==> config.mk <==
export PLATFORM = sky130hd
export DESIGN_NAME = mul_share_arbiter
export DESIGN_NICKNAME = d
export VERILOG_FILES = /design/src/rtl/mul_share_arbiter_pkg.sv /design/src/rtl/mul_share_arbiter_rr.sv /design/src/rtl/mul_share_arbiter.sv
export SDC_FILE = /design/constraint.sdc
export NUM_CORES = 1
export LEC_CHECK = 0
export CAP_MARGIN = 20
export CORE_ASPECT_RATIO = 0.7
export CORE_UTILIZATION = 49
export DETAILED_ROUTE_END_ITERATION = 7
export PLACE_DENSITY = 0.81
export SLEW_MARGIN = 20
export SYNTH_ARGS = -nofsm -noshare
export SYNTH_HDL_FRONTEND = slang
export SYNTH_SLANG_ARGS = --single-unit
==> constraint.sdc <==
create_clock -name clk -period 6.65 [get_ports clk]
set_clock_uncertainty 0.05 [all_clocks]
set_input_delay 0.9975 -clock clk [delete_from_list [all_inputs] [get_ports clk]]
set_output_delay 0.9975 -clock clk [all_outputs]
set_load 0.02 [all_outputs]
==> src/rtl/mul_share_arbiter_pkg.sv <==
// Shared constants, operand/product types and a ring-index helper for the
// shared-multiplier arbiter.
package mul_share_pkg;

  localparam int OPW_DEF  = 4;
  localparam int NREQ_DEF = 4;
  localparam int CNTW_DEF = 16;

  typedef logic [OPW_DEF-1:0]   operand_t;
  typedef logic [2*OPW_DEF-1:0] product_t;

  // Folds an index in [0, 2n) back onto the ring [0, n); works for any n.
  function automatic int rr_wrap(input int idx, input int n);
    return (idx >= n) ? idx - n : idx;
  endfunction

endpackage

==> src/rtl/mul_share_arbiter_rr.sv <==
// Combinational round-robin picker: first asserted request at or after ptr,
// modulo NREQ. The pointer itself lives in the parent.
module rr_arbiter
  import mul_share_pkg::*;
#(
  parameter  int NREQ = NREQ_DEF,
  localparam int IDXW = $clog2(NREQ)
) (
  input  logic [NREQ-1:0] req,
  input  logic [IDXW-1:0] ptr,
  input  logic            en,
  output logic [NREQ-1:0] gnt,
  output logic [IDXW-1:0] gnt_idx
);

  int idx;

  always_comb begin
    // NOTE: every output of a combinational block gets a default first, so no
    // path through the block leaves it unassigned and no latch is inferred.
    gnt     = '0;
    gnt_idx = '0;
    idx     = 0;
    if (en) begin
      // Walk the ring backwards so the closest hit to ptr is written last.
      for (int k = NREQ - 1; k >= 0; k--) begin
        idx = rr_wrap(int'(ptr) + k, NREQ);
        if (req[idx]) begin
          gnt      = '0;
          gnt[idx] = 1'b1;
          gnt_idx  = IDXW'(idx);
        end
      end
    end
  end

endmodule

==> src/rtl/mul_share_arbiter.sv <==
// One registered OPW x OPW unsigned multiplier shared by NREQ requesters via a
// round-robin grant, with a single backpressured response channel.
module mul_share_arbiter
  import mul_share_pkg::*;
#(
  parameter  int NREQ = NREQ_DEF,
  parameter  int OPW  = OPW_DEF,
  parameter  int CNTW = CNTW_DEF,
  localparam int IDXW = $clog2(NREQ)
) (
  input  logic              clk,
  input  logic              rst_n,
  input  logic [NREQ-1:0]     req_valid,
  input  logic [NREQ*OPW-1:0] req_a,
  input  logic [NREQ*OPW-1:0] req_b,
  output logic [NREQ-1:0]     req_ready,
  output logic              rsp_valid,
  output logic [2*OPW-1:0]  rsp_data,
  output logic [IDXW-1:0]   rsp_id,
  input  logic              rsp_ready,
  output logic [CNTW-1:0]   op_count
);

  logic             rsp_valid_q, rsp_valid_d;
  logic [2*OPW-1:0] rsp_data_q,  rsp_data_d;
  logic [IDXW-1:0]  rsp_id_q,    rsp_id_d;
  logic [IDXW-1:0]  ptr_q,       ptr_d;
  logic [CNTW-1:0]  op_count_q,  op_count_d;

  logic             can_issue;
  logic             arb_en;
  logic [NREQ-1:0]  gnt;
  logic [IDXW-1:0]  gnt_idx;
  logic             fire;
  logic [OPW-1:0]   a_sel, b_sel;
  logic [2*OPW-1:0] product;

  // The output slot is free when empty or being drained this very cycle.
  assign can_issue = !rsp_valid_q || rsp_ready;
  // Holding grants off during reset keeps req_ready low while rst_n is low.
  assign arb_en    = can_issue && rst_n;

  rr_arbiter #(.NREQ(NREQ)) u_arb (
    .req     (req_valid),
    .ptr     (ptr_q),
    .en      (arb_en),
    .gnt     (gnt),
    .gnt_idx (gnt_idx)
  );

  assign fire = |gnt;

  always_comb begin
    a_sel   = req_a[gnt_idx*OPW +: OPW];
    b_sel   = req_b[gnt_idx*OPW +: OPW];
    product = {{OPW{1'b0}}, a_sel} * {{OPW{1'b0}}, b_sel};
  end

  always_comb begin
    rsp_valid_d = rsp_valid_q;
    rsp_data_d  = rsp_data_q;
    rsp_id_d    = rsp_id_q;
    ptr_d       = ptr_q;
    op_count_d  = op_count_q;

    if (fire) begin
      rsp_valid_d = 1'b1;
      rsp_data_d  = product;
      rsp_id_d    = gnt_idx;
      ptr_d       = (gnt_idx == IDXW'(NREQ - 1)) ? '0 : gnt_idx + IDXW'(1);
    end else if (rsp_valid_q && rsp_ready) begin
      rsp_valid_d = 1'b0;
    end

    if (rsp_valid_q && rsp_ready && (op_count_q != '1)) begin
      op_count_d = op_count_q + CNTW'(1);
    end
  end

  always_ff @(posedge clk or negedge rst_n) begin
    if (!rst_n) begin
      rsp_valid_q <= 1'b0;
      rsp_data_q  <= '0;
      rsp_id_q    <= '0;
      ptr_q       <= '0;
      op_count_q  <= '0;
    end else begin
      // NOTE: state flops use non-blocking assignment so every flop samples
      // the pre-edge value of every other, independent of statement order.
      rsp_valid_q <= rsp_valid_d;
      rsp_data_q  <= rsp_data_d;
      rsp_id_q    <= rsp_id_d;
      ptr_q       <= ptr_d;
      op_count_q  <= op_count_d;
    end
  end

  assign req_ready = gnt;
  assign rsp_valid = rsp_valid_q;
  assign rsp_data  = rsp_data_q;
  assign rsp_id    = rsp_id_q;
  assign op_count  = op_count_q;

endmodule
==> results of run 1 <==
[routing by layer]
layer	routed length, um	global-route usage (%)
met2	2680	36.2
met5	0	0
met3	320	5.72
met1	2640	30.3
met4	93	6.65
[final cells by class]
cell class	instances	area (um^2)
inverters	19	71.3
well taps	69	86.3
clock inverters	3	65.1
multi-input cells	190	1680
clock buffers	5	68.8
fillers	373	1480
flip-flops and latches	29	726
repair buffers	71	706
[synthesized netlist by cell type, types with 7 or more instances]
| cell type | count | share of area, % |
|---|---|---|
| xnor2_1 | 18 | 6.2 |
| inv_1 | 18 | 2.7 |
| dfrtp_1 | 29 | 29 |
| nand2_1 | 14 | 2.1 |
| mux2i_1 | 19 | 7.5 |
| nor3_1 | 7 | 1.4 |
| nor2_1 | 10 | 1.5 |
| a21oi_1 | 7 | 1.4 |
| ha_1 | 21 | 10 |
| nand3_1 | 8 | 1.6 |
| mux2_2 | 10 | 4.4 |
[sequential cells by signal, indices dropped and copies added, names as in the netlist]
register,count
rsp_valid,1
rsp_data,8
ptr_q,2
op_count,16
rsp_id,2
[logic make-up after synthesis]
| kind of cell | count (synthesis) | synth area share [%] |
|---|---|---|
| AO/OA/AOI/OAI | 35 | 11.6 |
| XOR/XNOR | 20 | 6.88 |
| adder cells (fa/ha/maj) | 25 | 13.5 |
| buffers and inverters | 28 | 5.40 |
| flip-flops | 29 | 28.5 |
| multiplexers | 40 | 18.7 |
| AND/OR/NAND/NOR | 70 | 15.5 |
[final timing paths]
kind | from | to
min in group asynchronous | rst_n | op_count[11]
max reg2reg | ptr_q[0] | rsp_data[7]
min reg2reg | rsp_data[1] | rsp_data[1]
min | rsp_data[1] | rsp_data[1]
max | ptr_q[0] | rsp_data[7]
max in group asynchronous | rst_n | rsp_data[4]
[per-stage QoR]
stage / power (W) / std cells / instance area, um^2
after detailed placement: 0.00113 / 378 / 3270
after floorplan: 0.000895 / 247 / 2550
after CTS: 0.00137 / 386 / 3410
after global routing: 0.00147 / 386 / 3410
final: 0.00137 / 386 / 3410
after global placement: 0.00111 / 378 / 3270
[power by group]
| part | switching, W | internal, W | total, W |
|---|---|---|---|
| registers | 0.0000611 | 0.000233 | 0.000294 |
| logic | 0.000429 | 0.000424 | 0.000853 |
| clock network | 0.0000710 | 0.000149 | 0.000220 |
==> impl_metrics.toml, run 1 <==
[outcome]
status = "finished clean"

[floorplan]
die_w_um = 88.2
die_h_um = 62.3
start_util_pct = 52.1
core_area_um2 = 4890
ios = 70
num_rows = 21
dieArea_um2 = 5490

[timing]
layout_min_cycle_time_ns = 6.00
fin_ws_ns = 0.650
drv_slew = 0
rsz0062_at_grt = "false"
hold_slack_ns = 0.439
final-hold-violation-count = 0
tns_ns = 0
relSlewSlack_pct = 52.8
post-route-period-util_pct = 90.2
tightest_slew_ns = 0.709
fmax_mhz = 167
finalSetupViolCount = 0

[clock_tree]
hold_buffers = 0
clkTransAtPathRegs_ns = 0.06
cts_max_path_buffers = 2
post-cts-setup-buffers = 0
clock_sinks = 29
cts_tree = "done"
clock_latency_ns = 0.28
cts_resized = 0
cts_made_buffers = 5
cts_root_buf = "clkbuf_8"
htreeDepth = 2

[synth]
synth_seq_cells = 29
ys_types = 50
synthesis.nets = 311
syn_inst = 247
synth_flop_cell = "dfrtp_1"
synth_edf_count = 0
netlist_area_um2 = 2550
ys_seq_area_share_pct = 28.5
postSynth.asyncResetShare_pct = 100
synth.avg_cell_area_um2 = 10.3
ys_warn_count = 0

[worst_setup_path]
cp_max_fo = 15
cp-end-kind = "flop"
cpPeakStageDelay_ns = 0.70
crit_buf_inv = 3
crit_slowest_cell = "dfrtp_1"
crit_chain = "inv_2, ha_1, mux2_1, a211o_1, and3b_1, buf_4, mux2i_1, mux2_2, or2_1, fa_1, inv_1, fa_1, ha_1, a21o_1, a21oi_1, o21bai_1, a21oi_1, xnor2_1, mux2_4"
path_delay_family = "adder cells"
rr_worst_depth = 19
worst-setup-path-type = "reg2reg"
crit_arrival_ns = 6.11
start_kind = "flop"
required_ns = 6.76
path_depth = 19
r2r_slack_ns = 0.65

[power_and_ir_drop]
power_density_nw_per_um2 = 401
irDropWorstVdd_mv = 0.165
p_leak_nw = 1.51

[layout]
area_growth_pct = 33.8
fin_nets = 380
final_common_cell = "clkdlybuf4s50_1"
drive_gt1_share_pct = 10.7
diodes = 0
layout_common_cells = "69 x clkdlybuf4s50_1, 29 x dfrtp_1, 21 x ha_1, 19 x mux2i_1"
fin_util_pct = 69.7

[run]
maxCapViolCount = 0

[worst_hold_path]
hold_class = "reg2reg"
hold_depth = 1

[global_route]
grt_max_degree = 32
grt_pass1_vias = 2180
antenna_found_initial = 0
grt_util_all_layers_pct = 22.7
grt_pass1_wl_um = 9880
overflow = 0

[placement]
dp_hpwl_um = 4290
place_ws_ns = 0.501
portBuffers = 69
gp_congestion = 0.790

[drt]
ant_nets = 0
routedWlPerCell_um = 14.8
vias_per_cell = 5.56
routed_wl_um = 5730
vias = 2145
dr.pass1.iters = 4
drtIter0Drc = 146
drc = 0
(Power assumes the default switching activity.)
==> run 2, diff against run 1 <==
==> constraint.sdc (replaced) <==
create_clock -name clk -period 5.8 [get_ports clk]
set_clock_uncertainty 0.05 [all_clocks]
set_input_delay 0.87 -clock clk [delete_from_list [all_inputs] [get_ports clk]]
set_output_delay 0.87 -clock clk [all_outputs]
set_load 0.005 [all_outputs]
==> run 2 against run 1 <==
  * Total power increased by 4.8%
  * Die area stayed put
  * Global-route usage up 0.19 points
  * Combinational power grew 9.1%
  * Critical path depth fell by 2
==> impl_metrics.toml, run 2 (synthesis results as in run 1) <==
[power_and_ir_drop]
power_density_nw_per_um2 = 414
irDropWorstVdd_mv = 0.172
p_leak_nw = 1.55

[worst_hold_path]
hp-start = "op_count[11]"
hold_class = "reg2reg"
min_to = "op_count[11]"
hold_depth = 1

[global_route]
grt_pass1_wl_um = 9970
grt_max_degree = 32
antenna_found_initial = 0
overflow = 0
grt_util_all_layers_pct = 22.9
grt_pass1_vias = 2144

[run]
maxCapViolCount = 0

[clock_tree]
htreeDepth = 2
post-cts-setup-buffers = 0
clkTransAtPathRegs_ns = 0.06
cts_root_buf = "clkbuf_8"
cts_tree = "done"
clock_sinks = 29
clock_latency_ns = 0.27
cts_max_path_buffers = 2
cts_made_buffers = 5
hold_buffers = 0

[drt]
vias_per_cell = 5.45
drc = 0
routedWlPerCell_um = 14.5
vias = 2158
routed_wl_um = 5730
dr.pass1.iters = 4
drtIter0Drc = 147
route.met2.wl_um = 2740
top_layer = "met4"
wl_met3_um = 213
m1WireLength_um = 2750
ant_nets = 0

[worst_setup_path]
crit_buf_inv = 3
cp_max_fo = 12
start_kind = "input pin"
crit_arrival_ns = 5.60
crit_chain = "clkdlybuf4s50_1, mux2i_1, a211o_1, and3b_1, buf_4, mux2_2, or3_1, fa_1, inv_1, fa_1, ha_1, a21o_1, a21oi_1, o21bai_1, a21oi_1, xnor2_1, mux2_4"
rr_worst_depth = 18
cpPeakStageDelay_ns = 0.64
path_delay_family = "adder cells"
worst-setup-path-type = "in2reg"
required_ns = 5.91
cp-end-kind = "flop"
r2r_slack_ns = 0.39
r2r_start = "ptr_q[0]"
crit_slowest_cell = "clkdlybuf4s50_1"
r2r_end = "rsp_data[7]"

[layout]
final_common_cell = "clkdlybuf4s50_1"
fin_nets = 390
diodes = 0
drive_gt1_share_pct = 13.8
finalNonFillerCells = 396
largest_reg_flops = 16
area_growth_pct = 35.8
layout_common_cells = "68 x clkdlybuf4s50_1, 29 x dfrtp_1, 21 x ha_1, 19 x mux2i_1"

[floorplan]
start_util_pct = 52.1
num_rows = 21
dieArea_um2 = 5490
die_w_um = 88.2
core_area_um2 = 4890
ios = 70
die_h_um = 62.3

[timing]
relSlewSlack_pct = 52.9
layout_min_cycle_time_ns = 5.49
tns_ns = 0
rsz0062_at_grt = "false"
post-route-period-util_pct = 94.6
fmax_mhz = 182
final-hold-violation-count = 0
drv_slew = 0
fin_ws_ns = 0.311
hold_slack_ns = 0.445
tightest_slew_ns = 0.687
finalSetupViolCount = 0

[placement]
portBuffers = 69
dp_cells = 388
place_ws_ns = -0.0457
gp_congestion = 0.847
dp_hpwl_um = 4570

[outcome]
status = "finished clean"
-- run 2: what timing repair did --
item                                    CTS  global route
resized for setup                         0             2
hold endpoints to repair                  0             0
endpoints found under the setup margin    0             1
-- run 2: layout make-up --
class / instances / area (um^2)
multi-input cells: 190 / 1690
fillers: 368 / 1430
well taps: 69 / 86.3
repair buffers: 81 / 783
clock inverters: 1 / 5.00
flip-flops and latches: 29 / 726
clock buffers: 7 / 96.3
inverters: 19 / 71.3
-- run 2: report_power, final --
part	leakage [nW]	switching [W]	internal [W]
Sequential	0.374	0.0000520	0.000268
Combinational	1.12	0.000428	0.000503
Clock	0.0542	0.0000746	0.000107
Total	1.55	0.000555	0.000878
-- run 2: worst max path at each step --
stage | from | endpoint | cells after the start
after global placement | req_valid[0] | rsp_data[7] | 18
after detailed placement | req_valid[0] | rsp_data[7] | 18
after CTS | req_valid[0] | rsp_data[7] | 18
after floorplan | ptr_q[0] | rsp_data[7] | 21
after global routing | req_valid[2] | rsp_data[7] | 17
final | req_valid[2] | rsp_data[7] | 17
-- run 2: metal layers --
layer,up-vias,track usage (%)
met5,-,0
met4,0,4.23
met3,4,4.65
met2,60,37.1
met1,1040,31.7
li1,1054,-
-- run 2: per-stage QoR --
stage / utilization (%) / total power (W) / area [um^2]
6_report: 70.8 / 0.00143 / 3460
5_1_grt: 70.8 / 0.00155 / 3460
4_1_cts: 70.6 / 0.00144 / 3450
3_5_place_dp: 68.5 / 0.00125 / 3350
3_3_place_gp: 68.5 / 0.00121 / 3350
2_1_floorplan: - / 0.000954 / 2550
==> run 3, diff against run 2 <==
--- a/config.mk
+++ b/config.mk
@@ -5,11 +5,12 @@
 export SDC_FILE = /design/constraint.sdc
 export NUM_CORES = 1
 export LEC_CHECK = 0
+export ABC_AREA = 1
 export CAP_MARGIN = 20
 export CORE_ASPECT_RATIO = 0.7
-export CORE_UTILIZATION = 49
+export CORE_UTILIZATION = 50
 export DETAILED_ROUTE_END_ITERATION = 7
-export PLACE_DENSITY = 0.81
+export PLACE_DENSITY = 0.82
 export SLEW_MARGIN = 20
 export SYNTH_ARGS = -nofsm -noshare
 export SYNTH_HDL_FRONTEND = slang
==> run 3 against run 2 <==
  * Die area grew 3.4%
  * Sequential power grew 9.7%
  * Sequential share of layout area shrank 0.17 points
  * Maximum frequency grew 9.6%
==> impl_metrics.toml, run 3 <==
[drt]
drtIter0Drc = 163
ant_nets = 0
routedWlPerCell_um = 11.8
drc = 0
vias_per_cell = 4.95
vias = 2554
dr.pass1.iters = 5
routed_wl_um = 6070

[layout]
layout_common_cells = "106 x nand2_1, 69 x clkdlybuf4s50_1, 45 x inv_1, 32 x nand3_1, 29 x dfrtp_1"
drive_gt1_share_pct = 9.84
area_growth_pct = 29.6
final_common_cell = "nand2_1"
multiInputGateArea_um2 = 1670
largest_reg_flops = 16
diodes = 0
register_area_um2 = 726
fin_nets = 510
nFillCells = 423

[clock_tree]
clock_sinks = 29
clock_latency_ns = 0.28
cts_tree = "done"
cts_resized = 0
hold_buffers = 0
cts_max_path_buffers = 2
cts_made_buffers = 5
htreeDepth = 2
cts_root_buf = "clkbuf_8"
clkTransAtPathRegs_ns = 0.06
post-cts-setup-buffers = 0

[worst_setup_path]
crit_arrival_ns = 5.09
required_ns = 5.88
r2r_end = "rsp_data[7]"
crit_slowest_cell = "dfrtp_1"
start_kind = "flop"
r2r_slack_ns = 0.79
cpPeakStageDelay_ns = 0.66
rr_worst_depth = 22
cp-end-kind = "flop"
cp_max_fo = 16
r2r_start = "ptr_q[0]"
crit_chain = "inv_6, ha_1, inv_1, nand3_2, nand2_4, inv_4, nand3_1, nand2_1, a21oi_2, nand3_1, nand2_2, nand2_1, fa_1, inv_1, fa_1, ha_1, nand3_1, nand2_1, a21o_1, a21oi_1, xor2_1, o21ai_1"
worst-setup-path-type = "reg2reg"

[synth]
netlist_area_um2 = 2690
ys_types = 29
syn_inst = 377
synthTopCellsByArea = "dfrtp_1 27%, nand2_1 15%, ha_1 9.8%"
synth_top_area_cell = "dfrtp_1"
synth_edf_count = 0
synthesis.nets = 441
synth_seq_cells = 29
postSynth.asyncResetShare_pct = 100
synthTopCellsByCount = "106 x nand2_1, 45 x inv_1, 32 x nand3_1"
synth.avg_cell_area_um2 = 7.13
synth_most_common_cell = "nand2_1"
yosysTopAreaCellShare_pct = 27.0
synth_flop_cell = "dfrtp_1"
ys_seq_area_share_pct = 27.0
ys_warn_count = 0

[global_route]
grt_max_degree = 30
grt_util_all_layers_pct = 23.8
grt_pass1_wl_um = 10600
overflow = 0
antenna_found_initial = 0
grt_pass1_vias = 2362

[timing]
relSlewSlack_pct = 52.0
post-route-period-util_pct = 86.3
drv_slew = 0
fmax_mhz = 200
finalSetupViolCount = 0
rsz0062_at_grt = "false"
layout_min_cycle_time_ns = 5.01
hold_slack_ns = 0.450
final-hold-violation-count = 0
tightest_slew_ns = 0.720
tns_ns = 0

[power_and_ir_drop]
p_leak_nw = 1.78
irDropWorstVdd_mv = 0.557
power_frac_comb_pct = 74.0
p_int_w = 0.000962
clock_power_share_pct = 8.1
power_density_nw_per_um2 = 564
p_seq_share_pct = 17.9
switching_power_w = 0.00100
sw_frac_of_total_pct = 51.1

[run]
maxCapViolCount = 0

[worst_hold_path]
min_to = "rsp_data[7]"
hold_depth = 2
hold_class = "reg2reg"
hp-start = "rsp_data[7]"

[placement]
gp_congestion = 0.849
dp_hpwl_um = 4930
portBuffers = 69

[floorplan]
start_util_pct = 54.1
dieArea_um2 = 5680
num_rows = 21
die_h_um = 63.4
ios = 70
die_w_um = 89.7
core_area_um2 = 4970

[outcome]
status = "finished clean"
==> run 3: how the worst max path moves through the flow <==
stage	from	end	slack (ns)	cells after the start
2_1_floorplan	ptr_q[0]	rsp_data[6]	1.52	22
6_report	ptr_q[0]	rsp_data[7]	0.79	22
4_1_cts	ptr_q[0]	rsp_data[6]	0.78	20
3_3_place_gp	req_valid[2]	rsp_data[7]	0.66	22
5_1_grt	ptr_q[0]	rsp_data[7]	0.44	22
3_5_place_dp	req_valid[2]	rsp_data[7]	0.53	22
==> run 3: power by group through the flow <==
stage,registers [W],clock network (W),logic [W]
CTS,0.000350,0.000162,0.00146
floorplan,0.000334,0,0.00111
global route,0.000361,0.000175,0.00166
finish,0.000351,0.000159,0.00145
global placement,0.000352,0,0.00139
detailed placement,0.000353,0,0.00145
==> run 3: logic make-up (layout without fill, tap and decap cells) <==
logic type,after synthesis,count (layout),share of synthesized area (%)
and+or+nand+nor,198,198,33.8
xor gates and xnor gates,19,19,6.19
buffers and inverters,63,133,11.0
adders and majority gates,25,25,12.8
AOI/OAI and AO/OA,43,43,9.26
DFF,29,29,27.0
==> run 3: cell type report <==
class                      count  share of cell area [%]
multi-input combinational    285                    47.9
sequential                    29                    20.8
timing repair buffer          71                    20.2
inverter                      54                    6.10
tap                           69                    2.48
clock buffer                   5                    1.97
clock inverter                 3                   0.503
==> run 3: metal layers <==
layer	wire (um)	up-vias	track usage, %
met5	0	-	0
met4	11	0	2.38
met3	279	2	4.72
met2	2750	58	38.4
met1	3030	1155	34.1
li1	-	1339	-
==> run 3: metrics by stage <==
step | util, % | area, um^2 | power [W] | setup slack (ns) | std cells
after floorplan | - | 2690 | 0.00144 | 1.52 | 377
after global placement | 68.4 | 3400 | 0.00174 | 0.664 | 508
after detailed placement | 68.4 | 3400 | 0.00180 | 0.530 | 508
after CTS | 70.1 | 3480 | 0.00197 | 0.784 | 516
after global routing | 70.2 | 3490 | 0.00219 | 0.440 | 516
final | 70.2 | 3490 | 0.00197 | 0.792 | 516
==> run 3: critical path, delay by kind of cell (launching register included) <==
kind | cells | cell delay (ns)
buffers and inverters | 4 | 0.35
AOI/OAI and AO/OA | 4 | 0.98
xor gates and xnor gates | 1 | 0.19
adders and majority gates | 4 | 1.72
DFF | 1 | 0.66
and+or+nand+nor | 9 | 0.91
